`config.mk`:
```
export PLATFORM = sky130hd
export DESIGN_NAME = tri_fu_mul_seq
export DESIGN_NICKNAME = d
export VERILOG_FILES = /design/src/rtl/tri_fu_mul_seq.sv
export SDC_FILE = /design/constraint.sdc
export NUM_CORES = 1
export LEC_CHECK = 0
export ABC_AREA = 1
export CORE_MARGIN = 4
export CORE_UTILIZATION = 45
export CTS_CLUSTER_DIAMETER = 50
export DETAILED_ROUTE_END_ITERATION = 16
export HOLD_SLACK_MARGIN = 0.03
export PLACE_DENSITY = 0.78
export SKIP_CTS_REPAIR_TIMING = 1
export SLEW_MARGIN = 0
export SYNTH_ARGS = -nofsm -noshare
export SYNTH_HDL_FRONTEND = slang
export SYNTH_SLANG_ARGS = --single-unit
export TNS_END_PERCENT = 30
```
`constraint.sdc`:
```
create_clock -name nclk -period 2.06 [get_ports nclk]
set_input_delay 0.412 -clock nclk [delete_from_list [all_inputs] [get_ports nclk]]
set_output_delay 0.412 -clock nclk [all_outputs]
set_load 0.005 [all_outputs]
```
`src/rtl/tri_fu_mul_seq.sv`:
```
`default_nettype none
`ifndef NCLK_WIDTH
`define NCLK_WIDTH 1
`endif
// ============================================================================
// Module   : tri_fu_mul_seq
// Brief    : Slot sequencer/arbiter for the shared 53x54 FPU multiplier.
//            FMA issue owns the ex2 slot. Newton-Raphson divide/sqrt passes
//            fill idle slots. Starved issue is back-pressured via fma_hold.
// Revision : 1.0  initial release
// ============================================================================
module tri_fu_mul_seq #(
  parameter int unsigned STARVE_LIM = 7
) (
  input  logic [0:`NCLK_WIDTH-1] nclk,
  input  logic                   rst,
  input  logic                   ex1_fma_v,
  input  logic                   dsq_start,
  input  logic                   dsq_sqrt,
  input  logic                   dsq_dp,
  input  logic                   dsq_flush,
  output logic                   ex2_act,
  output logic [2:0]             ex2_sel,
  output logic                   ex2_dsq_v,
  output logic                   ex4_res_v,
  output logic [2:0]             ex4_res_code,
  output logic                   dsq_busy,
  output logic                   dsq_done,
  output logic                   fma_hold,
  output logic [3:0]             dsq_pass_cnt
);

  localparam logic [3:0] C_LIM = 4'(STARVE_LIM);

  typedef enum logic [1:0] {
    ST_IDLE  = 2'd0,
    ST_READY = 2'd1,
    ST_WAIT  = 2'd2,
    ST_DRAIN = 2'd3
  } state_t;

  logic clk;
  assign clk = nclk[0];

  state_t     state_q, state_d;
  logic       wait_q, wait_d;
  logic       sqrt_q, sqrt_d;
  logic       dp_q, dp_d;
  logic [3:0] pass_cnt_q, pass_cnt_d;
  logic [3:0] starve_q, starve_d;
  logic       hold_q, hold_d;

  // ex2..ex4 pass pipeline
  logic       ex2_act_q, ex2_dsq_v_q, ex2_last_q;
  logic [2:0] ex2_sel_q;
  logic       ex3_v_q, ex3_last_q;
  logic [2:0] ex3_code_q;
  logic       ex4_v_q, done_q;
  logic [2:0] ex4_code_q;

  logic       grant;
  logic [2:0] cur_code;
  logic       cur_last;

  // Operand pass code for pass number idx of the current sequence.
  function automatic logic [2:0] pass_code(input logic sqrt, input logic dp,
                                           input logic [3:0] idx);
    logic [2:0] code;
    logic [3:0] n_iter;
    code = 3'b000;
    if (!sqrt) begin
      n_iter = dp ? 4'd6 : 4'd4;
      if (idx < n_iter)       code = idx[0] ? 3'b010 : 3'b001;
      else if (idx == n_iter) code = 3'b011;
      else                    code = 3'b100;
    end else begin
      n_iter = dp ? 4'd9 : 4'd6;
      if (idx < n_iter) begin
        case (idx)
          4'd0, 4'd3, 4'd6: code = 3'b101;
          4'd1, 4'd4, 4'd7: code = 3'b110;
          default:          code = 3'b010;
        endcase
      end else if (idx == n_iter) begin
        code = 3'b111;
      end else begin
        code = 3'b101;
      end
    end
    return code;
  endfunction

  // True when idx is the final pass of the sequence.
  function automatic logic pass_last(input logic sqrt, input logic dp,
                                     input logic [3:0] idx);
    logic [3:0] total;
    total = sqrt ? (dp ? 4'd11 : 4'd8) : (dp ? 4'd8 : 4'd6);
    return idx == (total - 4'd1);
  endfunction

  assign cur_code = pass_code(sqrt_q, dp_q, pass_cnt_q);
  assign cur_last = pass_last(sqrt_q, dp_q, pass_cnt_q);

  // A flush in the grant cycle cancels the pass before it reaches the array.
  assign grant = (state_q == ST_READY) & ~ex1_fma_v & ~dsq_flush;

  // Next-state: sequence FSM, pass counter, starvation counter and hold.
  always_comb begin
    state_d    = state_q;
    wait_d     = wait_q;
    sqrt_d     = sqrt_q;
    dp_d       = dp_q;
    pass_cnt_d = pass_cnt_q;
    starve_d   = 4'd0;
    hold_d     = hold_q;

    case (state_q)
      ST_IDLE: begin
        if (dsq_start) begin
          state_d    = ST_READY;
          sqrt_d     = dsq_sqrt;
          dp_d       = dsq_dp;
          pass_cnt_d = 4'd0;
        end
      end
      ST_READY: begin
        if (grant) begin
          pass_cnt_d = pass_cnt_q + 4'd1;
          state_d    = cur_last ? ST_DRAIN : ST_WAIT;
          wait_d     = 1'b0;
        end
      end
      ST_WAIT: begin
        if (wait_q) state_d = ST_READY;
        else        wait_d  = 1'b1;
      end
      ST_DRAIN: begin
        if (ex4_v_q & done_q) state_d = ST_IDLE;
      end
      default: state_d = ST_IDLE;
    endcase

    // Count denied READY cycles; saturate so a long FMA burst cannot wrap.
    if ((state_q == ST_READY) & ex1_fma_v) begin
      starve_d = (starve_q == 4'hF) ? 4'hF : starve_q + 4'd1;
      if (starve_d >= C_LIM) hold_d = 1'b1;
    end
    if (grant) hold_d = 1'b0;

    if (dsq_flush) begin
      state_d    = ST_IDLE;
      wait_d     = 1'b0;
      pass_cnt_d = 4'd0;
      starve_d   = 4'd0;
      hold_d     = 1'b0;
    end
  end

  // State and pass pipeline registers; flush drops in-flight returns.
  always_ff @(posedge clk) begin
    if (rst) begin
      state_q     <= ST_IDLE;
      wait_q      <= 1'b0;
      sqrt_q      <= 1'b0;
      dp_q        <= 1'b0;
      pass_cnt_q  <= 4'd0;
      starve_q    <= 4'd0;
      hold_q      <= 1'b0;
      ex2_act_q   <= 1'b0;
      ex2_sel_q   <= 3'b000;
      ex2_dsq_v_q <= 1'b0;
      ex2_last_q  <= 1'b0;
      ex3_v_q     <= 1'b0;
      ex3_code_q  <= 3'b000;
      ex3_last_q  <= 1'b0;
      ex4_v_q     <= 1'b0;
      ex4_code_q  <= 3'b000;
      done_q      <= 1'b0;
    end else begin
      state_q     <= state_d;
      wait_q      <= wait_d;
      sqrt_q      <= sqrt_d;
      dp_q        <= dp_d;
      pass_cnt_q  <= pass_cnt_d;
      starve_q    <= starve_d;
      hold_q      <= hold_d;
      ex2_act_q   <= ex1_fma_v | grant;
      ex2_sel_q   <= grant ? cur_code : 3'b000;
      ex2_dsq_v_q <= grant;
      ex2_last_q  <= grant & cur_last;
      ex3_v_q     <= ex2_dsq_v_q & ~dsq_flush;
      ex3_code_q  <= (ex2_dsq_v_q & ~dsq_flush) ? ex2_sel_q : 3'b000;
      ex3_last_q  <= ex2_last_q & ~dsq_flush;
      ex4_v_q     <= ex3_v_q & ~dsq_flush;
      ex4_code_q  <= (ex3_v_q & ~dsq_flush) ? ex3_code_q : 3'b000;
      done_q      <= ex3_v_q & ex3_last_q & ~dsq_flush;
    end
  end

  assign ex2_act      = ex2_act_q;
  assign ex2_sel      = ex2_sel_q;
  assign ex2_dsq_v    = ex2_dsq_v_q;
  assign ex4_res_v    = ex4_v_q;
  assign ex4_res_code = ex4_code_q;
  assign dsq_busy     = (state_q != ST_IDLE);
  assign dsq_done     = done_q;
  assign fma_hold     = hold_q;
  assign dsq_pass_cnt = pass_cnt_q;

endmodule
`default_nettype wire

```
Yosys cells after proc, flatten, opt, wreduce, memory -nomap -nowiden
Index checks and enable logic that the tools add are counted.
W data, S select, Z words.
{"block": "totals", "regBits": 30, "latch_bits": 0, "ramBits": 0, "mem_bits_ro": 0, "input_bits": 7, "out_inout_bits": 16, "word_cells": 98, "mem_count": 0}
{"block": "op_classes", "add_sub_neg": 3, "multipliers": 0, "div_mod_pow": 0, "order_cmp": 3, "eq_ne": 16, "shift": 0, "mux": 24, "bitwise": 17, "reduce_logical": 18}
{"cell": "$mux W4", "count": 6}
{"cell": "$mux W2", "count": 8}
{"cell": "$eq A4 B3 Y1 const B", "count": 3}
{"cell": "$mux W3", "count": 4}
{"cell": "$reduce_or A3 Y1", "count": 4}
{"cell": "$and A1 B1 Y1", "count": 10}
{"cell": "$add A4 B1 Y4 const B", "count": 2}
{"cell": "$eq A4 B4 Y1", "count": 2}
{"cell": "$ne A2 B2 Y1 const B", "count": 4}
{"cell": "$pmux W2 S4", "count": 1}
{"cell": "$pmux W4 S2", "count": 1}
{"cell": "$reduce_or A2 Y1", "count": 4}
{"cell": "$not A1 Y1", "count": 6}
{"cell": "$pmux W3 S2", "count": 1}
{"cell": "$reduce_and A2 Y1", "count": 3}
{"cell": "$reduce_bool A2 Y1", "count": 3}
{"cell": "$eq A2 B2 Y1 const B", "count": 2}
{"cell": "$eq A4 B1 Y1 const B", "count": 1}
{"cell": "$eq A4 B2 Y1 const B", "count": 1}
{"cell": "$eq A4 B3 Y1", "count": 1}
{"cell": "$eq A4 B4 Y1 const B", "count": 1}
{"cell": "$ge A4 B3 Y1 const B", "count": 1}
{"cell": "$logic_not A4 Y1", "count": 1}
{"cell": "$lt A4 B3 Y1", "count": 1}
{"cell": "other kinds (9)", "count": 10}

Longest topological paths before layout
{"block": "depth", "word_depth": 7, "ltp_mapped": 11, "mapped_depth_nobuf": 11}

Worst setup path after synthesis
OpenSTA, ideal clock, no wires.
{"block": "synth_timing", "kind": "reg-to-reg", "startpoint": "reg pass_cnt_q[1], in the netlist dsq_pass_cnt[1]", "endpoint": "reg ex2_sel_q[1], in the netlist ex2_sel[1]", "setup_ns": 0.070, "arrival_time_ns": 1.349, "required_time_ns": 1.990, "slack_ns": 0.641, "path_stages_with_launch": 10, "n_path_buf": 0, "period_less_slack_ns": 1.419, "cell_sequence": "dfxtp_1 > inv_1 > ha_1 > o21bai_1 > nand2_1 > nand2_1 > inv_1 > nand2_1 > nand3_1 > a21oi_1"}
{"block": "synth_between", "elab_chain_len": 5, "word_cells_on_any_way": 18, "cone_classes": "order compare (2); eq/ne (7); mux (6); reduce/logical (3)"}
{"element": "from (decl)", "line_no": "49", "text": "logic [3:0] pass_cnt_q, pass_cnt_d;"}
{"element": "from (signal assigned)", "line_no": "184", "text": "pass_cnt_q <= pass_cnt_d;"}
{"element": "$eq A4 B1 Y1, or another cell as far along", "line_no": "79", "text": "case (idx)"}
{"element": "$reduce_or A3 Y1", "line_no": "79"}
{"element": "$pmux W3 S2", "line_no": "79"}
{"element": "$mux W3", "line_no": "78", "text": "if (idx < n_iter) begin"}
{"element": "$mux W3 (*)", "line_no": "71", "text": "if (!sqrt) begin"}
{"element": "to (signal assigned)", "line_no": "188", "text": "ex2_sel_q <= grant ? cur_code : 3'b000;"}
{"element": "to (decl)", "line_no": "55", "text": "logic [2:0] ex2_sel_q;"}
Every way passes the cells marked *; elsewhere a longest branch is shown, timed or not.
A chain may end at the register's enable or synchronous reset.

Worst setup path after layout
{"block": "layout_timing", "startpoint": "reg state_q[1]", "endpoint": "out dsq_busy"}
{"block": "layout_between", "elab_chain_len": 1}
{"element": "from (decl)", "line_no": "45", "text": "state_t state_q, state_d;"}
{"element": "from (signal assigned)", "line_no": "180", "text": "state_q <= state_d;"}
{"element": "$reduce_bool A2 Y1", "line_no": "205", "text": "assign dsq_busy = (state_q != ST_IDLE);"}
{"element": "to (decl)", "line_no": "27", "text": "output logic dsq_busy,"}
Every way passes these cells.

==> impl_results.html <==
<table>
<tr><th>Metric</th><th>Value</th></tr>
<tr><th colspan="2">Flow run</th></tr>
<tr><td>Maxcap violations</td><td>0</td></tr>
<tr><th colspan="2">Worst setup path</th></tr>
<tr><td>Critical path endpoint category</td><td>output port</td></tr>
<tr><td>Startpoint of the worst setup timing path</td><td>state_q[1]</td></tr>
<tr><td>Startpoint of the lowest-slack register-to-register path</td><td>dsq_pass_cnt[1]</td></tr>
<tr><td>CP max FO</td><td>6</td></tr>
<tr><td>Kind of critical path</td><td>reg -&gt; out</td></tr>
<tr><td>Crit path launch type</td><td>flop</td></tr>
<tr><td>Data arrival, critical path</td><td>1420 ps</td></tr>
<tr><td>Worst EP required</td><td>1650 ps</td></tr>
<tr><th colspan="2">Clocking</th></tr>
<tr><td>Cell chosen for the clock root</td><td>sky130_fd_sc_hd__clkbuf_4</td></tr>
<tr><td>Clock tree buffer depth</td><td>2</td></tr>
<tr><td>Number of sinks on the clock net</td><td>30</td></tr>
<tr><td>Clock transition at the registers of the reported paths</td><td>90 ps</td></tr>
<tr><td>Inserted Clock Buffers</td><td>5</td></tr>
<tr><td>CTS H-tree lvls</td><td>2</td></tr>
<tr><td>Clock tree from TritonCTS</td><td>yes</td></tr>
<tr><td>Later-pin clock latency in the skew report</td><td>330 ps</td></tr>
<tr><th colspan="2">Synth</th></tr>
<tr><td>Synthesized netlist cell count</td><td>189</td></tr>
<tr><td>Sequential cell area fraction in the yosys report</td><td>0.4222</td></tr>
<tr><td>Flip-flop and latch count after synthesis</td><td>30</td></tr>
<tr><td>Synthesized area per cell</td><td>7.527 µm²</td></tr>
<tr><td>Synth Cell Area</td><td>1423 µm²</td></tr>
<tr><td>Distinct cell type count of the synthesized netlist</td><td>25</td></tr>
<tr><td>Synthesized net count</td><td>206</td></tr>
<tr><td>Number of warnings printed during yosys synthesis</td><td>0</td></tr>
<tr><th colspan="2">Global routing</th></tr>
<tr><td>Number of antenna violations at the first check in global routing</td><td>0</td></tr>
<tr><td>Global route overflow</td><td>0</td></tr>
<tr><td>Number of global-route vias before repair</td><td>1,170</td></tr>
<tr><td>Global routing usage summed across all routing layers</td><td>0.1602</td></tr>
<tr><td>Maximum number of pins on one net before global-route repair</td><td>11</td></tr>
<tr><td>Wire length of the first global-routing pass</td><td>5037 µm</td></tr>
<tr><th colspan="2">Floorplan</th></tr>
<tr><td>Die outline height</td><td>64.23 µm</td></tr>
<tr><td>Total core area</td><td>3028 µm²</td></tr>
<tr><td>Effective utilization at floorplan</td><td>0.4698</td></tr>
<tr><td>Die Area</td><td>4125 µm²</td></tr>
<tr><td>Die outline width</td><td>64.23 µm</td></tr>
<tr><td>Number of top-level pins</td><td>23</td></tr>
<tr><td>Site row count</td><td>20</td></tr>
<tr><th colspan="2">Route</th></tr>
<tr><td>Vias per inst</td><td>4.513</td></tr>
<tr><td>Sum of routed wire length over all layers</td><td>2787 µm</td></tr>
<tr><td>Residual DRC</td><td>0</td></tr>
<tr><td>Number of DRC markers in iteration 0</td><td>44</td></tr>
<tr><td>Count of nets left with antenna violations after detail routing</td><td>0</td></tr>
<tr><td>Iteration count of the initial detailed-routing pass</td><td>4</td></tr>
<tr><td>Count of vias placed by the detailed router</td><td>1,196</td></tr>
<tr><td>Routed wire per std cell</td><td>10.52 µm</td></tr>
<tr><th colspan="2">STA</th></tr>
<tr><td>Worst-case clock skew</td><td>5.289 ps</td></tr>
<tr><td>Aggregate negative setup slack</td><td>0 ps</td></tr>
<tr><td>Final Hold Violating Endpoints</td><td>0</td></tr>
<tr><td>Slew Viols, Final</td><td>0</td></tr>
<tr><td>Crit path time final</td><td>1832 ps</td></tr>
<tr><td>Setup-violating endpoint count in the final report</td><td>0</td></tr>
<tr><td>Relative max-transition margin</td><td>0.7808</td></tr>
<tr><td>Unrepaired setup endpoints after global routing</td><td>false</td></tr>
<tr><td>Achievable frequency</td><td>545.9 MHz</td></tr>
<tr><td>Period utilization</td><td>0.8893</td></tr>
<tr><td>Worst slew pin tran</td><td>326.3 ps</td></tr>
<tr><th colspan="2">Power and ir drop</th></tr>
<tr><td>Power density cells</td><td>595.2 nW/µm²</td></tr>
<tr><td>Cell leakage power</td><td>0.7289 nW</td></tr>
<tr><td>Total power</td><td>0.001057 W</td></tr>
<tr><td>Worst IR drop on VDD</td><td>296.2 µV</td></tr>
<tr><th colspan="2">Worst hold path</th></tr>
<tr><td>Kind of path behind the tightest hold check</td><td>reg -&gt; reg</td></tr>
<tr><td>Worst Min Path Start</td><td>ex3_code_q[2]</td></tr>
<tr><th colspan="2">Layout</th></tr>
<tr><td>Layout area overhead</td><td>24.89%</td></tr>
<tr><td>Number of nets in the layout</td><td>237</td></tr>
<tr><td>Share of layout cells above drive strength 1</td><td>0.1312</td></tr>
<tr><td>Number of fillers in the final layout</td><td>285</td></tr>
<tr><td>Sequential cell area</td><td>600.6 µm²</td></tr>
<tr><td>Area of combinational cells with multiple inputs</td><td>690.7 µm²</td></tr>
<tr><td>Ant. Diodes</td><td>0</td></tr>
<tr><th colspan="2">Place</th></tr>
<tr><td>HPWL after detailed placement</td><td>2178 µm</td></tr>
<tr><td>Placer Congestion</td><td>0.8446</td></tr>
<tr><td>IO buf count</td><td>22</td></tr>
<tr><th colspan="2">Run status</th></tr>
<tr><td>Status</td><td>finished, final reports clean</td></tr>
</table>
==> sequential cells by signal, summed over array words and instances (netlist names), 2 cells and up <==
name and count:
starve_q 4, ex3_code_q 3, dsq_pass_cnt 4, ex4_res_code 3
ex2_sel 3, state_q 2
==> per-layer routing <==
metal  global-route usage  vias up  share of wire
li1                     -      653              -
met2               0.2555       24           0.45
met5                    0        -              0
met1               0.1866      513           0.48
met4              0.09235        0          0.026
met3              0.05272        6          0.050
==> through the flow <==
| stage | cell area [µm²] | instances | setup WS, ps | hold slack [ps] | util |
|---|---|---|---|---|---|
| after floorplan | 1423 | 189 | 641.3 | 393.6 | - |
| after global placement | 1713 | 257 | 411.9 | 397.3 | 0.5657 |
| after detailed placement | 1713 | 257 | 392.2 | 402.5 | 0.5657 |
| after CTS | 1777 | 265 | 206.2 | 417.6 | 0.5868 |
| after global routing | 1777 | 265 | 115.6 | 432.4 | 0.5868 |
| final | 1777 | 265 | 228.0 | 417.4 | 0.5868 |
==> synth_stat cells <==
library cell,number,share of area
sky130_fd_sc_hd__a211oi_1,2,0.011
sky130_fd_sc_hd__a21boi_0,1,0.0053
sky130_fd_sc_hd__a21oi_1,15,0.053
sky130_fd_sc_hd__a21oi_2,1,0.0062
sky130_fd_sc_hd__and2_1,1,0.0044
sky130_fd_sc_hd__dfxtp_1,30,0.42
sky130_fd_sc_hd__ha_1,10,0.088
sky130_fd_sc_hd__inv_1,27,0.071
sky130_fd_sc_hd__inv_2,8,0.021
sky130_fd_sc_hd__nand2_1,37,0.098
sky130_fd_sc_hd__nand2_2,1,0.0044
sky130_fd_sc_hd__nand2_4,1,0.0079
sky130_fd_sc_hd__nand3_1,10,0.035
sky130_fd_sc_hd__nand3_4,1,0.012
sky130_fd_sc_hd__nand3b_1,1,0.0053
sky130_fd_sc_hd__nor2_1,23,0.061
sky130_fd_sc_hd__nor2_2,3,0.013
sky130_fd_sc_hd__nor2_4,1,0.0079
sky130_fd_sc_hd__nor3_1,4,0.014
sky130_fd_sc_hd__nor3_2,3,0.021
sky130_fd_sc_hd__o21ai_0,3,0.011
sky130_fd_sc_hd__o21ai_1,3,0.011
sky130_fd_sc_hd__o21bai_1,1,0.0053
sky130_fd_sc_hd__xnor2_1,1,0.0062
sky130_fd_sc_hd__xor2_1,1,0.0062
==> worst paths after layout <==
path / end / cells after the start / slack [ps]
setup reg to reg: ex2_sel[1] / 9 / 450
setup / recovery: dsq_busy / 3 / 230
hold / removal: ex4_res_code[2] / 2 / 420
hold reg to reg: ex4_res_code[2] / 2 / 420
==> worst max-delay path, cell delays in order (launching register included) <==
cell                              delay, ps
sky130_fd_sc_hd__dfxtp_1                430
sky130_fd_sc_hd__nor2_1                 100
sky130_fd_sc_hd__inv_2                   70
sky130_fd_sc_hd__clkdlybuf4s50_1        490
==> cells by family after synthesis <==
| kind of cell | share of synthesized area |
|---|---|
| AO/OA/AOI/OAI | 0.1011 |
| XOR/XNOR | 0.01232 |
| adder cells (fa/ha/maj) | 0.08795 |
| buffers and inverters | 0.09235 |
| flip-flops | 0.4222 |
| AND/OR/NAND/NOR | 0.2841 |
==> layout make-up <==
cell class                 count  share of cell area
inverter                      35             0.07394
sequential                    30              0.3380
multi-input combinational    124              0.3887
clock buffer                   6             0.02887
tap                           44             0.03099
clock inverter                 2            0.007042
timing repair buffer          24              0.1324
==> cell usage in the layout, fill, tap and decap left out, drive strengths merged, types with 2 or more instances in the layout <==
cell type,count
buf,2
a211oi,2
nor3,7
inv,35
o21ai,6
dfxtp,30
nor2,27
clkdlybuf4s50,22
clkbuf,6
ha,10
nand3,11
a21oi,16
nand2,39
==> power breakdown <==
group          internal, W  leakage, nW  switching, W  total [W]
clock             0.000164       0.0343      0.000208   0.000372
combinational    0.0000390        0.452     0.0000500  0.0000891
sequential        0.000587        0.243    0.00000961   0.000596
total             0.000790        0.729      0.000268    0.00106
Note: power is estimated with default switching activity, not from simulation.
